[src/rtl/ball_pkg.sv]
// rtl/ball_pkg.sv - shared phase encoding, key indices and widths for the ball thrower
package ball_pkg;

    localparam int ANGLE_W = 4;
    localparam int POWER_W = 4;
    localparam int SCORE_W = 8;

    localparam int KEY_ANG_UP = 0;
    localparam int KEY_ANG_DN = 1;
    localparam int KEY_PWR_UP = 2;
    localparam int KEY_PWR_DN = 3;

    // Encoding 2'd3 is deliberately absent; the sequencer recovers from it to AIM.
    typedef enum logic [1:0] {
        AIM    = 2'd0,
        FLIGHT = 2'd1,
        RESULT = 2'd2
    } phase_e;

endpackage

[src/rtl/key_stepper.sv]
// rtl/key_stepper.sv - press detection and saturating up/down step for one key pair
// AUTO_REPEAT_EN adds a held-key repeat every REPEAT_FRAMES ticks.
module key_stepper #(
    parameter int W    = 4,
    parameter int MAX  = 8,
    parameter int INIT = 4
`ifdef AUTO_REPEAT_EN
    ,
    parameter int REPEAT_FRAMES = 8
`endif
) (
    input  logic         clk_i,
    input  logic         rst_i,
    input  logic         tick_i,
    input  logic         aim_i,
    input  logic         freeze_i,
    input  logic         up_i,
    input  logic         dn_i,
    output logic [W-1:0] value_o
);

    logic         up_prev_q, dn_prev_q;
    logic [W-1:0] value_q, value_d;
    logic         up_evt, dn_evt, rep_up, rep_dn, step_en;

`ifdef AUTO_REPEAT_EN
    localparam int RW = $clog2(REPEAT_FRAMES + 1);
    logic [RW-1:0] up_cnt_q, dn_cnt_q;

    assign rep_up = tick_i && up_i && up_prev_q && (up_cnt_q == RW'(REPEAT_FRAMES - 1));
    assign rep_dn = tick_i && dn_i && dn_prev_q && (dn_cnt_q == RW'(REPEAT_FRAMES - 1));

    // Counters restart on every fresh press so repeats are phased from the press tick.
    always_ff @(posedge clk_i) begin
        if (rst_i || !aim_i || !up_i)
            up_cnt_q <= '0;
        else if (tick_i)
            up_cnt_q <= (!up_prev_q || rep_up) ? '0 : up_cnt_q + 1'b1;
        if (rst_i || !aim_i || !dn_i)
            dn_cnt_q <= '0;
        else if (tick_i)
            dn_cnt_q <= (!dn_prev_q || rep_dn) ? '0 : dn_cnt_q + 1'b1;
    end
`else
    assign rep_up = 1'b0;
    assign rep_dn = 1'b0;
`endif

    assign up_evt  = (tick_i && up_i && !up_prev_q) || rep_up;
    assign dn_evt  = (tick_i && dn_i && !dn_prev_q) || rep_dn;
    assign step_en = tick_i && aim_i && !freeze_i;

    always_comb begin
        value_d = value_q;
        if (step_en) begin
            if (up_evt && !dn_evt && value_q != W'(MAX))
                value_d = value_q + 1'b1;
            else if (dn_evt && !up_evt && value_q != '0)
                value_d = value_q - 1'b1;
        end
    end

    always_ff @(posedge clk_i) begin
        if (rst_i) begin
            up_prev_q <= 1'b0;
            dn_prev_q <= 1'b0;
            value_q   <= W'(INIT);
        end else begin
            if (tick_i) begin
                up_prev_q <= up_i;
                dn_prev_q <= dn_i;
            end
            value_q <= value_d;
        end
    end

    assign value_o = value_q;

endmodule

[src/rtl/throw_sequencer.sv]
// rtl/throw_sequencer.sv - aim/flight/result game flow, launch pulse and hit score
// AUTO_REPEAT_EN enables held-key auto-repeat in the angle and power steppers.
module throw_sequencer
    import ball_pkg::*;
#(
    parameter int ANGLE_MAX  = 8,
    parameter int POWER_MAX  = 15,
    parameter int ANGLE_INIT = 4,
    parameter int POWER_INIT = 8,
`ifdef AUTO_REPEAT_EN
    parameter int REPEAT_FRAMES = 8,
`endif
    parameter int FLIGHT_TIMEOUT = 600,
    parameter int HOLD_FRAMES    = 120
) (
    input  logic               VGA_CLK,
    input  logic               rst,
    input  logic               update,
    input  logic [3:0]         key_n,
    input  logic               fire,
    input  logic               ball_landed,
    input  logic               ball_hit,
    output logic [ANGLE_W-1:0] angle,
    output logic [POWER_W-1:0] power,
    output logic               launch,
    output logic               arrow_en,
    output logic [1:0]         phase,
    output logic [SCORE_W-1:0] score
);

    localparam int TMAX = (FLIGHT_TIMEOUT > HOLD_FRAMES) ? FLIGHT_TIMEOUT : HOLD_FRAMES;
    localparam int TW   = $clog2(TMAX + 1);

    logic [3:0]         key_s1_q, key_s2_q;
    logic               fire_s1_q, fire_s2_q, fire_prev_q;
    phase_e             phase_q, phase_d;
    logic [TW-1:0]      timer_q, timer_d;
    logic [SCORE_W-1:0] score_q, score_d;
    logic               launch_q, launch_d;
    logic               fire_edge, aim;

    assign fire_edge = update && fire_s2_q && !fire_prev_q;
    assign aim       = (phase_q == AIM);

    always_comb begin
        phase_d  = phase_q;
        timer_d  = timer_q;
        score_d  = score_q;
        launch_d = 1'b0;
        case (phase_q)
            AIM: begin
                if (fire_edge) begin
                    phase_d  = FLIGHT;
                    launch_d = 1'b1;
                    timer_d  = '0;
                end
            end
            FLIGHT: begin
                // A landing beats a timeout that expires on the same cycle.
                if (ball_landed) begin
                    phase_d = RESULT;
                    timer_d = '0;
                    if (ball_hit && score_q != '1)
                        score_d = score_q + 1'b1;
                end else if (update) begin
                    if (timer_q == TW'(FLIGHT_TIMEOUT - 1)) begin
                        phase_d = RESULT;
                        timer_d = '0;
                    end else begin
                        timer_d = timer_q + 1'b1;
                    end
                end
            end
            RESULT: begin
                if (update) begin
                    if (timer_q == TW'(HOLD_FRAMES - 1)) begin
                        phase_d = AIM;
                        timer_d = '0;
                    end else begin
                        timer_d = timer_q + 1'b1;
                    end
                end
            end
            default: begin
                phase_d = AIM;
                timer_d = '0;
            end
        endcase
    end

    always_ff @(posedge VGA_CLK) begin
        if (rst) begin
            key_s1_q    <= '0;
            key_s2_q    <= '0;
            fire_s1_q   <= 1'b0;
            fire_s2_q   <= 1'b0;
            fire_prev_q <= 1'b0;
            phase_q     <= AIM;
            timer_q     <= '0;
            score_q     <= '0;
            launch_q    <= 1'b0;
        end else begin
            key_s1_q  <= ~key_n;
            key_s2_q  <= key_s1_q;
            fire_s1_q <= fire;
            fire_s2_q <= fire_s1_q;
            // Tracks in every phase so a switch left high never relaunches.
            if (update)
                fire_prev_q <= fire_s2_q;
            phase_q  <= phase_d;
            timer_q  <= timer_d;
            score_q  <= score_d;
            launch_q <= launch_d;
        end
    end

    key_stepper #(
        .W(ANGLE_W), .MAX(ANGLE_MAX), .INIT(ANGLE_INIT)
`ifdef AUTO_REPEAT_EN
        , .REPEAT_FRAMES(REPEAT_FRAMES)
`endif
    ) u_angle (
        .clk_i(VGA_CLK), .rst_i(rst), .tick_i(update), .aim_i(aim), .freeze_i(fire_edge),
        .up_i(key_s2_q[KEY_ANG_UP]), .dn_i(key_s2_q[KEY_ANG_DN]), .value_o(angle)
    );

    key_stepper #(
        .W(POWER_W), .MAX(POWER_MAX), .INIT(POWER_INIT)
`ifdef AUTO_REPEAT_EN
        , .REPEAT_FRAMES(REPEAT_FRAMES)
`endif
    ) u_power (
        .clk_i(VGA_CLK), .rst_i(rst), .tick_i(update), .aim_i(aim), .freeze_i(fire_edge),
        .up_i(key_s2_q[KEY_PWR_UP]), .dn_i(key_s2_q[KEY_PWR_DN]), .value_o(power)
    );

    assign launch   = launch_q;
    assign arrow_en = aim;
    assign phase    = phase_q;
    assign score    = score_q;

endmodule

[config.mk]
export PLATFORM = sky130hd
export DESIGN_NAME = throw_sequencer
export DESIGN_NICKNAME = d
export VERILOG_FILES = /design/src/rtl/ball_pkg.sv /design/src/rtl/key_stepper.sv /design/src/rtl/throw_sequencer.sv
export SDC_FILE = /design/constraint.sdc
export NUM_CORES = 1
export LEC_CHECK = 0
export ABC_AREA = 1
export BUFFER_PORTS_ARGS = -buffer_cell sky130_fd_sc_hd__buf_2
export CAP_MARGIN = 15
export CORE_MARGIN = 3
export CORE_UTILIZATION = 40
export DETAILED_ROUTE_END_ITERATION = 12
export HOLD_SLACK_MARGIN = 0.1
export PLACE_DENSITY = 0.61
export SLEW_MARGIN = 20
export SYNTH_ARGS = -nofsm -noshare
export SYNTH_HDL_FRONTEND = slang
export SYNTH_SLANG_ARGS = --single-unit
[constraint.sdc]
create_clock -name VGA_CLK -period 3 [get_ports VGA_CLK]
set_input_delay 0.3 -clock VGA_CLK [delete_from_list [all_inputs] [get_ports VGA_CLK]]
set_output_delay 0.3 -clock VGA_CLK [all_outputs]
set_load 0.005 [all_outputs]
==> results.py <==
metrics = {
    "outcome": {
        "status": "complete, no violations",
    },
    "die": {
        "start_util": 0.418,
        "coreArea_mm2": 0.00554,
        "die-width_um": 82.1,
        "dieArea_mm2": 0.00674,
        "die_h_um": 82.1,
        "io_pins": 30,
        "core.rowCount": 27,
    },
    "cts": {
        "cts_setup_buffers": 0,
        "clk_latency_ps": 300,
        "cts_root_buf": "clkbuf_8",
        "clk_pin_slew_ps": 90,
        "post_cts_resized": 0,
        "cts-hold-fix-buffers": 0,
        "htreeDepth": 2,
        "cts_tree": "done",
        "clock-sinks": 44,
        "cts_buffers": 5,
        "clk_path_buf_depth": 2,
    },
    "timing": {
        "final-setup-viol-count": 0,
        "worstMarginPinSlew_ps": 475,
        "rsz0062_at_grt": "no",
        "finalHoldViolCount": 0,
        "fin_crit_sh": 0.625,
        "setup_ws_ps": 1130,
        "setup_tns_ps": 0,
        "slew_headroom": 0.681,
        "post-route-min-period_ps": 1870,
        "drv_slew": 0,
        "skew_ps": 8.69,
        "clock.fmax_mhz": 533,
    },
    "synthesis": {
        "syn_inst": 323,
        "synth_common_cells": "71 x nand2_1, 49 x nor2_1, 44 x dfxtp_1",
        "synth.ff_latch_count": 44,
        "ys_types": 30,
        "seq_area_frac_synth": 0.380,
        "synthArstFlopShare": 0,
        "synth.most_common_cell": "nand2_1",
        "netlist_area_mm2": 0.00232,
        "syn_area_per_cell_um2": 7.17,
        "yosysTopAreaCellShare": 0.380,
        "yosys_warnings": 0,
        "ys_dominant_reg_cell": "dfxtp_1",
        "synth_edf_count": 0,
        "syn_nets": 344,
        "yosysTopAreaCell": "dfxtp_1",
        "synth_area_leaders": "dfxtp_1 38%, nand2_1 12%, nor2_1 7.9%",
    },
    "cells_and_area": {
        "fillers": 560,
        "drive_gt1_frac": 0.196,
        "multiInputGateArea_mm2": 0.00124,
        "diodes": 0,
        "nets": 377,
        "syn2layout_area_growth_pct": 14.7,
        "seqCellArea_um2": 881,
    },
    "pwr": {
        "ir_drop_mv": 0.248,
        "leakage_nw": 1.17,
        "intPower_mw": 1.03,
        "netSwitchingFraction": 0.339,
        "pwr-share-comb": 0.283,
        "clkPwrFrac": 0.308,
        "power_density_mw_per_mm2": 587,
        "p_sw_mw": 0.529,
        "seqPwrFrac": 0.409,
    },
    "worst_setup_path": {
        "start_kind": "flip-flop",
        "path_cells": "nor2_1, nand2_1, nand3_2, ha_1, nand2_1, nand2_1, nor2_1, inv_1, nand2_1, nand2_1, inv_1, nand3_1, nand2_1, nor2_1",
        "timing.rr.start": "u_angle.value_o[1]",
        "endpoint_kind": "flip-flop",
        "cp_max_fo": 6,
        "crit_start": "u_angle.value_o[1]",
        "crit_type": "reg -> reg",
        "cp_top_family": "simple AND/OR/NAND/NOR gates",
        "arrival_ps": 2080,
        "slowest_stage": "dfxtp_1",
        "worst-path-buf-inv": 2,
        "crit_path_frequent_cell": "nand2_1",
        "critical_path.max_stage_delay_ps": 430,
        "worstPathRequired_ps": 3200,
    },
    "placement": {
        "place_ws_ps": 958,
        "place.gp.congestion": 0.843,
        "io_buffers": 29,
        "dp_hpwl_um": 3230,
    },
    "grt": {
        "grt.total_usage": 0.139,
        "grt-ovfl-total": 0,
        "grt_max_degree": 24,
        "grt_pass1_vias": 1740,
        "grt_pass1_wl_um": 7380,
        "antenna_found_initial": 0,
    },
    "drt": {
        "drt_iter0_markers": 74,
        "drt_pre_antenna_iters": 5,
        "via_per_inst": 4.50,
        "drc": 0,
        "wl_per_cell_um": 10.1,
        "wl_um": 4330,
        "ant_nets": 0,
        "dr_total_vias": 1929,
    },
    "min_path": {
        "min_from": "key_n[3]",
        "hold_path_class": "in -> reg",
    },
    "job": {
        "cap_violations": 0,
    },
}
kinds of logic after synthesis:
family / Yosys count / synth area share
buf+inv: 49 / 0.0848
flops: 44 / 0.380
xor+xnor: 8 / 0.0303
compound gates: 38 / 0.0875
fa+ha+maj: 11 / 0.0659
simple gates: 173 / 0.351
registers in the layout (all words and copies together), names as in the netlist, 2 cells and up:
register and cells:
timer_q 10, score 8, key_s1_q 4, key_s2_q 4, u_angle.value_o 4, u_power.value_o 4, phase 2
worst paths after layout:
check                       end  slack [ps]  depth (start not counted)
max          u_angle.value_o[3]        1130                         14
min                 key_s1_q[3]         140                          2
max reg2reg  u_angle.value_o[3]        1130                         14
min reg2reg         key_s2_q[0]         400                          2
placed cells by master, fill, tap and decap left out, drive strengths merged:
cell type,synthesis,routed
a21oi,22,22
buf,1,30
bufinv,0,1
clkbuf,3,6
clkinv,2,3
dfxtp,44,44
fa,2,2
ha,9,9
inv,43,43
nand2,85,85
nand3,24,24
nand3b,1,1
nand4,4,4
nor2,57,57
nor3,2,2
o211ai,1,1
o21ai,14,14
o21bai,1,1
xnor2,2,2
xor2,6,6
metrics by stage:
stage	power [mW]	hold WS [ps]	util	area (um^2)	cells
floorplan	0.990	367	-	2320	323
global placement	1.10	390	0.458	2540	421
detailed placement	1.10	392	0.458	2540	421
CTS	1.58	134	0.480	2660	429
global route	1.67	134	0.480	2660	429
finish	1.56	144	0.480	2660	429
routing by layer:
metal,wire (um),vias to the layer above,track usage
li1,-,1074,-
met1,2190,819,0.176
met2,1860,30,0.229
met3,205,6,0.0380
met4,66,0,0.0449
met5,0,-,0
power groups by stage:
stage                     Clock, mW  Combinational (mW)  Sequential, mW
after floorplan                   0               0.340           0.650
after global placement            0               0.445           0.653
after detailed placement          0               0.450           0.652
after CTS                     0.495               0.451           0.639
after global routing          0.523               0.506           0.644
final                         0.480               0.442           0.638
final cells by class:
cell class | count | share of cell area
multi-input cells | 230 | 0.466
flip-flops and latches | 44 | 0.331
inverters | 45 | 0.0654
repair buffers | 30 | 0.0574
well taps | 72 | 0.0339
clock buffers | 6 | 0.0311
clock inverters | 2 | 0.0146
Power figures use the tool's default switching activity.
